<file path="src/rtl/div_issue_ctrl.sv">
// div_issue_ctrl: EX-stage requester for the multi-cycle divider; issues DIV/DIVU, stalls until ready, presents HI/LO write
//   clk, rst                 clock, synchronous active-high reset
//   aluop_i, reg1_i, reg2_i  EX instruction opcode and operands (rs dividend, rt divisor)
//   flush_i, ex_stall_i      pipeline flush, external EX hold
//   div_result_i, div_ready_i  divider result {rem, quot} and valid
//   div_opdata1_o/2_o, div_signed_o, div_start_o, div_annul_o  divider request
//   stallreq_o               pipeline stall request
//   whilo_o, hi_o, lo_o      HI/LO write (hi = remainder, lo = quotient)
module div_issue_ctrl #(
   parameter logic [7:0] DIV_OP  = 8'b00011010,
   parameter logic [7:0] DIVU_OP = 8'b00011011
) (
   input  logic        clk,
   input  logic        rst,
   input  logic [7:0]  aluop_i,
   input  logic [31:0] reg1_i,
   input  logic [31:0] reg2_i,
   input  logic        flush_i,
   input  logic        ex_stall_i,
   input  logic [63:0] div_result_i,
   input  logic        div_ready_i,
   output logic [31:0] div_opdata1_o,
   output logic [31:0] div_opdata2_o,
   output logic        div_signed_o,
   output logic        div_start_o,
   output logic        div_annul_o,
   output logic        stallreq_o,
   output logic        whilo_o,
   output logic [31:0] hi_o,
   output logic [31:0] lo_o
);
   typedef enum logic [1:0] {IDLE, BUSY, HOLD, GAP} state_t;
   state_t state, next;
   logic [31:0] op1_q, op2_q, hi_q, lo_q;
   logic signed_q, is_div, issue;
   assign is_div = (aluop_i == DIV_OP) | (aluop_i == DIVU_OP);
   assign issue = is_div & ~flush_i;
   always_comb begin
      next = state;
      div_start_o = 1'b0;
      stallreq_o = 1'b0;
      whilo_o = 1'b0;
      div_annul_o = flush_i;
      div_opdata1_o = op1_q;
      div_opdata2_o = op2_q;
      div_signed_o = signed_q;
      hi_o = hi_q;
      lo_o = lo_q;
      case (state)
         IDLE: begin
            div_opdata1_o = reg1_i;
            div_opdata2_o = reg2_i;
            div_signed_o = aluop_i == DIV_OP;
            div_start_o = issue;
            stallreq_o = issue;
            next = issue ? BUSY : IDLE;
         end
         BUSY: begin
            div_start_o = ~flush_i & ~div_ready_i;
            stallreq_o = ~flush_i & ~div_ready_i;
            whilo_o = ~flush_i & div_ready_i;
            hi_o = whilo_o ? div_result_i[63:32] : hi_q;
            lo_o = whilo_o ? div_result_i[31:0] : lo_q;
            next = flush_i ? GAP : ~div_ready_i ? BUSY : ex_stall_i ? HOLD : GAP;
         end
         HOLD: begin
            whilo_o = ~flush_i;
            next = (ex_stall_i & ~flush_i) ? HOLD : GAP;
         end
         default: begin
            // the next divide waits one cycle so the divider is back to its free state
            stallreq_o = is_div;
            next = IDLE;
         end
      endcase
   end
   always_ff @(posedge clk) begin
      if (rst) begin
         state <= IDLE;
         op1_q <= '0;
         op2_q <= '0;
         signed_q <= 1'b0;
         hi_q <= '0;
         lo_q <= '0;
      end else begin
         state <= next;
         if (state == IDLE && issue) begin
            op1_q <= reg1_i;
            op2_q <= reg2_i;
            signed_q <= aluop_i == DIV_OP;
         end
         if (state == BUSY && ~flush_i && div_ready_i) begin
            hi_q <= div_result_i[63:32];
            lo_q <= div_result_i[31:0];
         end
      end
   end
endmodule

</file>
<file path="config.mk">
export PLATFORM = sky130hd
export DESIGN_NAME = div_issue_ctrl
export DESIGN_NICKNAME = d
export VERILOG_FILES = /design/src/rtl/div_issue_ctrl.sv
export SDC_FILE = /design/constraint.sdc
export NUM_CORES = 1
export LEC_CHECK = 0
export CAP_MARGIN = 5
export CORE_AREA = 3 3 123 125
export CTS_CLUSTER_DIAMETER = 80
export CTS_CLUSTER_SIZE = 10
export DETAILED_ROUTE_END_ITERATION = 10
export DIE_AREA = 0 0 126 128
export GPL_TIMING_DRIVEN = 0
export PLACE_DENSITY = 0.93
export REMOVE_ABC_BUFFERS = 1
export SETUP_SLACK_MARGIN = 0.3
export SKIP_LAST_GASP = 1
export SLEW_MARGIN = 10
export SYNTH_ARGS = -nofsm -noshare
export SYNTH_HDL_FRONTEND = slang
export SYNTH_SLANG_ARGS = --single-unit
</file>
<file path="constraint.sdc">
create_clock -name clk -period 5.8 [get_ports clk]
set_input_delay 1.16 -clock clk [delete_from_list [all_inputs] [get_ports clk]]
set_output_delay 1.16 -clock clk [all_outputs]
set_load 0.1 [all_outputs]
</file>
==> key figures, run 1 <==
Run status
  • Outcome: complete, no violations

STA
  • Max Slew Vio Count: 0
  • Worst Max-Slew Pin Slew: 1.07 ns
  • Final min period: 5.20 ns
  • Final period util: 0.897
  • Hold WS: between 0.4 and 0.5 ns
  • Setup ws final: approximately 0.6 ns
  • Final setup viols: 0
  • Peak Freq: about 190 MHz
  • Worst slew margin: 0.284
  • RSZ-0062 raised after global routing: false
  • Clock skew: ~0.0063 ns
  • Hold Violations, Final: 0

Synthesis
  • Mean Syn Cell Area: approximately 11 um2
  • Yosys top cell by area: dfxtp_1
  • Yosys reg bits: approximately 130
  • Asr flop ratio synth: 0
  • Top_reg_cell synth: dfxtp_1
  • Post-synth EDFFs: 0
  • Post-Synthesis Cells: just under 600
  • Sequential share of the synthesized area: 0.408
  • Most frequent cells after synthesis: 131 x dfxtp_1, 130 x nand2b_1, 129 x mux2_2
  • Synth Warn #: 0
  • Cell area after synthesis: 0.00643 mm2
  • Post-synthesis cell type count: 29
  • Yosys top cell area share: 0.408
  • Leading cell type by number of instances after synthesis: dfxtp_1
  • Area contributors post-synth: dfxtp_1 41%, mux2_2 23%, nand2b_1 13%

Drt
  • Initial DRT Pass Iterations: 4
  • Post-route DRC: 0
  • Total number of vias: 5082
  • Routed Antenna Nets: 0
  • Drt via density: between 4 and 5
  • DR WL/cell: approximately 16 um
  • Iter 0 DRT Violations: 143
  • Detailed Route WL: approximately 17000 um

Placement
  • Setup WS pre-CTS: between 0.6 and 0.7 ns
  • Gp weighted congestion: between 0.7 and 0.8
  • DP Wirelength: between 10000 and 15000 um
  • DP Area: approximately 0.0093 mm2
  • PortBufs: around 270

Layout
  • Area grow syn2layout: 54.6%
  • Antenna cells: 0
  • Design area: approximately 0.0099 mm2
  • Fillers: 956
  • Fraction of layout cells with a size suffix above 1: 0.200
  • # nets final: roughly 1000

Floorplanning
  • Core Area: about 0.014 mm2
  • Die X-Extent: 126 um
  • Rows: 43
  • Starting density of the core: 0.459
  • Top Ports: about 270
  • Die Y: 128 um
  • Die ar.: ~0.016 mm2

Setup path
  • Largest stage delay, worst path: 1.15 ns
  • Maximum fanout along the worst path: 17
  • Register-to-Register Path Depth: 6
  • Cell mode on critical path: clkdlybuf4s50_1
  • Critical path class: in2out
  • CP max stage cell: clkdlybuf4s50_1
  • Crit-path cells: clkdlybuf4s50_1, nand3b_1, buf_8, buf_16, mux2_2, clkdlybuf4s50_1
  • Critical Path End Type: output pin
  • Critical Path AT: just over 4 ns
  • Worst setup SP type: input pin
  • WP data required: roughly 4.6 ns

Pwr
  • Max rail drop VDD: about 0.00022 V
  • Comb power frac: 0.184
  • Clk pwr share: 0.463
  • Power, Total: ~2.6 mW
  • Pwr per Cell Area: around 260 mW/mm2
  • Share of power burned in registers: 0.354
  • NetSw: 0.705 mW
  • Sw Ratio: 0.276
  • P_leak: between 3 and 4 nW
  • Pint: approximately 1.8 mW

Hold path
  • Hold depth: 2
  • Hold WC Path Type: reg2reg

Clock network
  • Clock-pin slew on the worst setup and hold paths: approximately 0.05 ns
  • TritonCTS clock tree: built
  • Number of H-tree levels: 4
  • CTS Root Cell: clkbuf_16
  • CTS buffer count: 17
  • CTS sink cnt: 131
  • Post-CTS Setup Bufs: 0
  • Max clock buf depth: 2
  • Hold buffers post-CTS: 0
  • Clk_lat worst skew: 0.41 ns
  • Resize count post-CTS: 0

Global routing
  • First-pass GRT wire length: ~27000 um
  • Grt ovf: 0
  • Number of global-route vias before repair: 5400
  • Pin count of the biggest net entering global routing: 130
  • Initial antenna violation count: 0
  • GRT Util Overall: 0.210

Flow run
  • Max-cap viol count: 0
## through the flow
stage	std cells	utilization	TNS, ns
detailed placement	1008	0.663	0
floorplan	548	-	-0.864
finish	1040	0.710	0
CTS	1040	0.710	0
global placement	1001	0.651	-151.07
global route	1040	0.710	0
## routing by layer
layer / GRT usage / share of wire / wire (um)
met3: 0.0896 / 0.092 / 1560
met2: 0.362 / 0.49 / 8270
met4: 0.0864 / 0.026 / 437
met5: 0 / 0 / 0
met1: 0.226 / 0.40 / 6700
## worst paths after layout
| path | end | slack [ns] | from |
|---|---|---|---|
| setup reg to reg | op1_q[24] | 3.39 | state[0] |
| hold / removal | op1_q[23] | 0.47 | op1_q[23] |
| hold reg to reg | op1_q[23] | 0.47 | op1_q[23] |
| setup / recovery | hi_o[17] | 0.60 | flush_i |
## flip-flops by register name (all words and copies together), names as in the netlist
| name | count |
|---|---|
| hi_q | 32 |
| signed_q | 1 |
| lo_q | 32 |
| op1_q | 32 |
| op2_q | 32 |
| state | 2 |
## logic make-up after synthesis
family                     Yosys count  share of synthesized area
and+or+nand+nor                    206                      0.202
adders and majority gates            4                    0.00779
buffers and inverters               49                     0.0469
DFF                                131                      0.408
AOI/OAI and AO/OA                    9                    0.00935
muxes                              193                      0.326
## critical path: cells and delay by family
family | cells | cell delay [ns]
buf+inv | 4 | 2.13
simple gates | 1 | 0.48
mux | 1 | 0.25
## power by group through the flow
stage	logic, mW	clock network (mW)	registers, mW
2_1_floorplan	0.272	0	0.922
3_3_place_gp	0.470	0	0.922
3_5_place_dp	0.468	0	0.922
4_1_cts	0.471	1.21	0.902
5_1_grt	0.486	1.25	0.902
6_report	0.468	1.18	0.902
## layout make-up
cell class | count | area, um2 | area share
Tap cell | 180 | 225 | 0.0227
Inverter | 5 | 18.8 | 0.00189
Sequential cell | 131 | 2620 | 0.264
Timing Repair Buffer | 280 | 2890 | 0.291
Clock buffer | 17 | 425 | 0.0428
Multi-Input combinational cell | 412 | 3520 | 0.354
Clock inverter | 15 | 229 | 0.0230
## placed cells by master, fill, tap and decap left out, types with 5 or more instances in the layout
cell / count
nand2b_1: 130
mux2_2: 129
clkdlybuf4s50_1: 272
mux2i_1: 64
inv_1: 5
clkbuf_16: 17
nor2b_1: 64
bufinv_16: 5
dfxtp_1: 131
Note: power is estimated with default switching activity, not from simulation.
==> inputs of run 2 (changes only) <==
--- a/config.mk
+++ b/config.mk
@@ -6,13 +6,13 @@
 export NUM_CORES = 1
 export LEC_CHECK = 0
 export CAP_MARGIN = 5
-export CORE_AREA = 3 3 123 125
+export CORE_AREA = 3 3 112 136
 export CTS_CLUSTER_DIAMETER = 80
 export CTS_CLUSTER_SIZE = 10
 export DETAILED_ROUTE_END_ITERATION = 10
-export DIE_AREA = 0 0 126 128
+export DIE_AREA = 0 0 115 139
 export GPL_TIMING_DRIVEN = 0
-export PLACE_DENSITY = 0.93
+export PLACE_DENSITY = 0.94
 export REMOVE_ABC_BUFFERS = 1
 export SETUP_SLACK_MARGIN = 0.3
 export SKIP_LAST_GASP = 1
==> run 2 against run 1 <==
  * Register-to-register slack got worse by 0.24 ns
  * Largest cell class unchanged
  * Flip-flop and latch count did not move
  * Setup slack got worse by 0.13 ns
  * Highest routed layer unchanged
  * Power fell by 5.6%
  * Combinational power barely moved
  * Via count fell by 0.47%
  * Wire length fell by 4.3%
==> key figures, run 2 (synthesis gave the netlist of run 1 again) <==
Run status
  • Outcome: complete, no violations (unchanged)

STA
  • Worst slew margin: 0.308 (was 0.284)
  • Setup tns final: 0 ns (unchanged)
  • Setup ws final: 0.468 ns (was 0.599 ns)
  • Peak Freq: 188 MHz (was 192 MHz)
  • Worst Max-Slew Pin Slew: 1.03 ns (was 1.07 ns)
  • Final period util: 0.919 (was 0.897)
  • RSZ-0062 raised after global routing: false (unchanged)
  • Final min period: 5.33 ns (was 5.20 ns)
  • Hold WS: 0.469 ns (was 0.471 ns)
  • Hold Violations, Final: 0 (unchanged)
  • Max Slew Vio Count: 0 (unchanged)
  • Final setup viols: 0 (unchanged)
  • Clock skew: 0.00843 ns (was 0.00627 ns)

Layout
  • # nets final: 992 (unchanged)
  • Most frequent cells in the layout: 272 x clkdlybuf4s50_1, 131 x dfxtp_1, 130 x nand2b_1 (unchanged)
  • Fraction of layout cells with a size suffix above 1: 0.200 (unchanged)
  • Antenna cells: 0 (unchanged)
  • Commonest non-fill, non-tap cell in the layout: clkdlybuf4s50_1 (unchanged)
  • Area grow syn2layout: 53.2% (was 54.6%)

Floorplanning
  • Top Ports: 274 (unchanged)
  • Starting density of the core: 0.453 (was 0.459)
  • Core Area: 0.0142 mm2 (was 0.0140 mm2)
  • Die X-Extent: 115 um (was 126 um)
  • Die Y: 139 um (was 128 um)
  • Rows: 48 (was 43)
  • Die ar.: 0.0160 mm2 (was 0.0161 mm2)

Clock network
  • Resize count post-CTS: 0 (unchanged)
  • Post-CTS Setup Bufs: 0 (unchanged)
  • CTS buffer count: 17 (unchanged)
  • CTS sink cnt: 131 (unchanged)
  • Max clock buf depth: 2 (unchanged)
  • Number of H-tree levels: 4 (unchanged)
  • Clock-pin slew on the worst setup and hold paths: 0.06 ns (was 0.05 ns)
  • Hold buffers post-CTS: 0 (unchanged)
  • CTS Root Cell: clkbuf_16 (unchanged)
  • Clk_lat worst skew: 0.41 ns (about the same)
  • TritonCTS clock tree: built (unchanged)

Setup path
  • Worst setup SP type: input pin (unchanged)
  • Register-to-Register Path Depth: 7 (was 6)
  • Critical path class: in2out (unchanged)
  • Maximum fanout along the worst path: 17 (unchanged)
  • R2R setup slack: 3.15 ns (was 3.39 ns)
  • Critical R2R Launch: state[0] (unchanged)
  • Worst Setup EP: lo_o[18] (was hi_o[17])
  • CP startpoint: flush_i (unchanged)
  • Critical Path End Type: output pin (unchanged)
  • Critical Path AT: 4.17 ns (was 4.04 ns)
  • WP data required: 4.64 ns (about the same)
  • Reg2reg end: op1_q[19] (was op1_q[24])

Global routing
  • First-pass GRT wire length: 26200 um (was 27200 um)
  • Initial antenna violation count: 0 (unchanged)
  • GRT Util Overall: 0.203 (was 0.210)
  • Number of global-route vias before repair: 5410 (was 5400)
  • Pin count of the biggest net entering global routing: 111 (was 130)
  • Grt ovf: 0 (unchanged)

Drt
  • Routed Antenna Nets: 0 (unchanged)
  • Post-route DRC: 0 (unchanged)
  • Total number of vias: 5058 (was 5082)
  • Iter 0 DRT Violations: 212 (was 143)
  • Detailed Route WL: 16200 um (was 17000 um)
  • Drt via density: 4.89 (about the same)
  • DR WL/cell: 15.7 um (was 16.3 um)
  • Initial DRT Pass Iterations: 4 (unchanged)

Placement
  • Gp weighted congestion: 0.736 (about the same)
  • DP Wirelength: 11800 um (was 12200 um)
  • Setup WS pre-CTS: 0.460 ns (was 0.609 ns)
  • PortBufs: 273 (unchanged)

Pwr
  • Power, Total: 2.41 mW (was 2.55 mW)
  • P_leak: 3.70 nW (was 3.74 nW)
  • Pwr per Cell Area: 245 mW/mm2 (was 257 mW/mm2)
  • Max rail drop VDD: 0.000220 V (was 0.000219 V)

Flow run
  • Max-cap viol count: 0 (unchanged)

Hold path
  • Hold WC Path Type: reg2reg (unchanged)
## run 2: layout make-up
type                       count  area (um2)
clock buffer                  19         453
clock inverter                13         121
inverter                       5        18.8
multi-input combinational    412        3520
fill                         998        4330
sequential                   131        2620
timing repair buffer         280        2890
tap                          175         219
## run 2: worst min-delay path by stage
stage	startpoint	cells after the start	end	slack (ns)
after floorplan	signed_q	2	signed_q	0.45
after global placement	op2_q[24]	2	op2_q[24]	0.46
after detailed placement	op1_q[22]	2	op1_q[22]	0.46
after CTS	op2_q[18]	2	op2_q[18]	0.47
after global routing	op2_q[11]	2	op2_q[11]	0.48
final	op2_q[18]	2	op2_q[18]	0.47
## run 2: metrics by stage
stage / instances / cell area, um2 / util
global placement: 996 / 9090 / 0.642
floorplan: 548 / 6140 / -
CTS: 1035 / 9840 / 0.694
global route: 1035 / 9840 / 0.694
detailed placement: 1003 / 9270 / 0.654
finish: 1035 / 9840 / 0.694
## run 2: critical path, stage by stage
cell and delay (ns):
clkdlybuf4s50_1 0.50, nand3b_1 0.46, buf_16 0.30, buf_8 0.16, buf_8 0.16, mux2_2 0.25
clkdlybuf4s50_1 1.16
## run 2: report_power, final
group          switching (mW)  internal (mW)
Sequential           0.000767          0.902
Clock                   0.419          0.619
Combinational           0.292          0.176
## run 2: per-layer routing
metal,vias up,routed length [um],GRT usage
met5,-,0,0
met1,2348,6100,0.212
met2,196,8220,0.353
li1,2487,-,-
met4,0,376,0.0797
met3,27,1550,0.0908
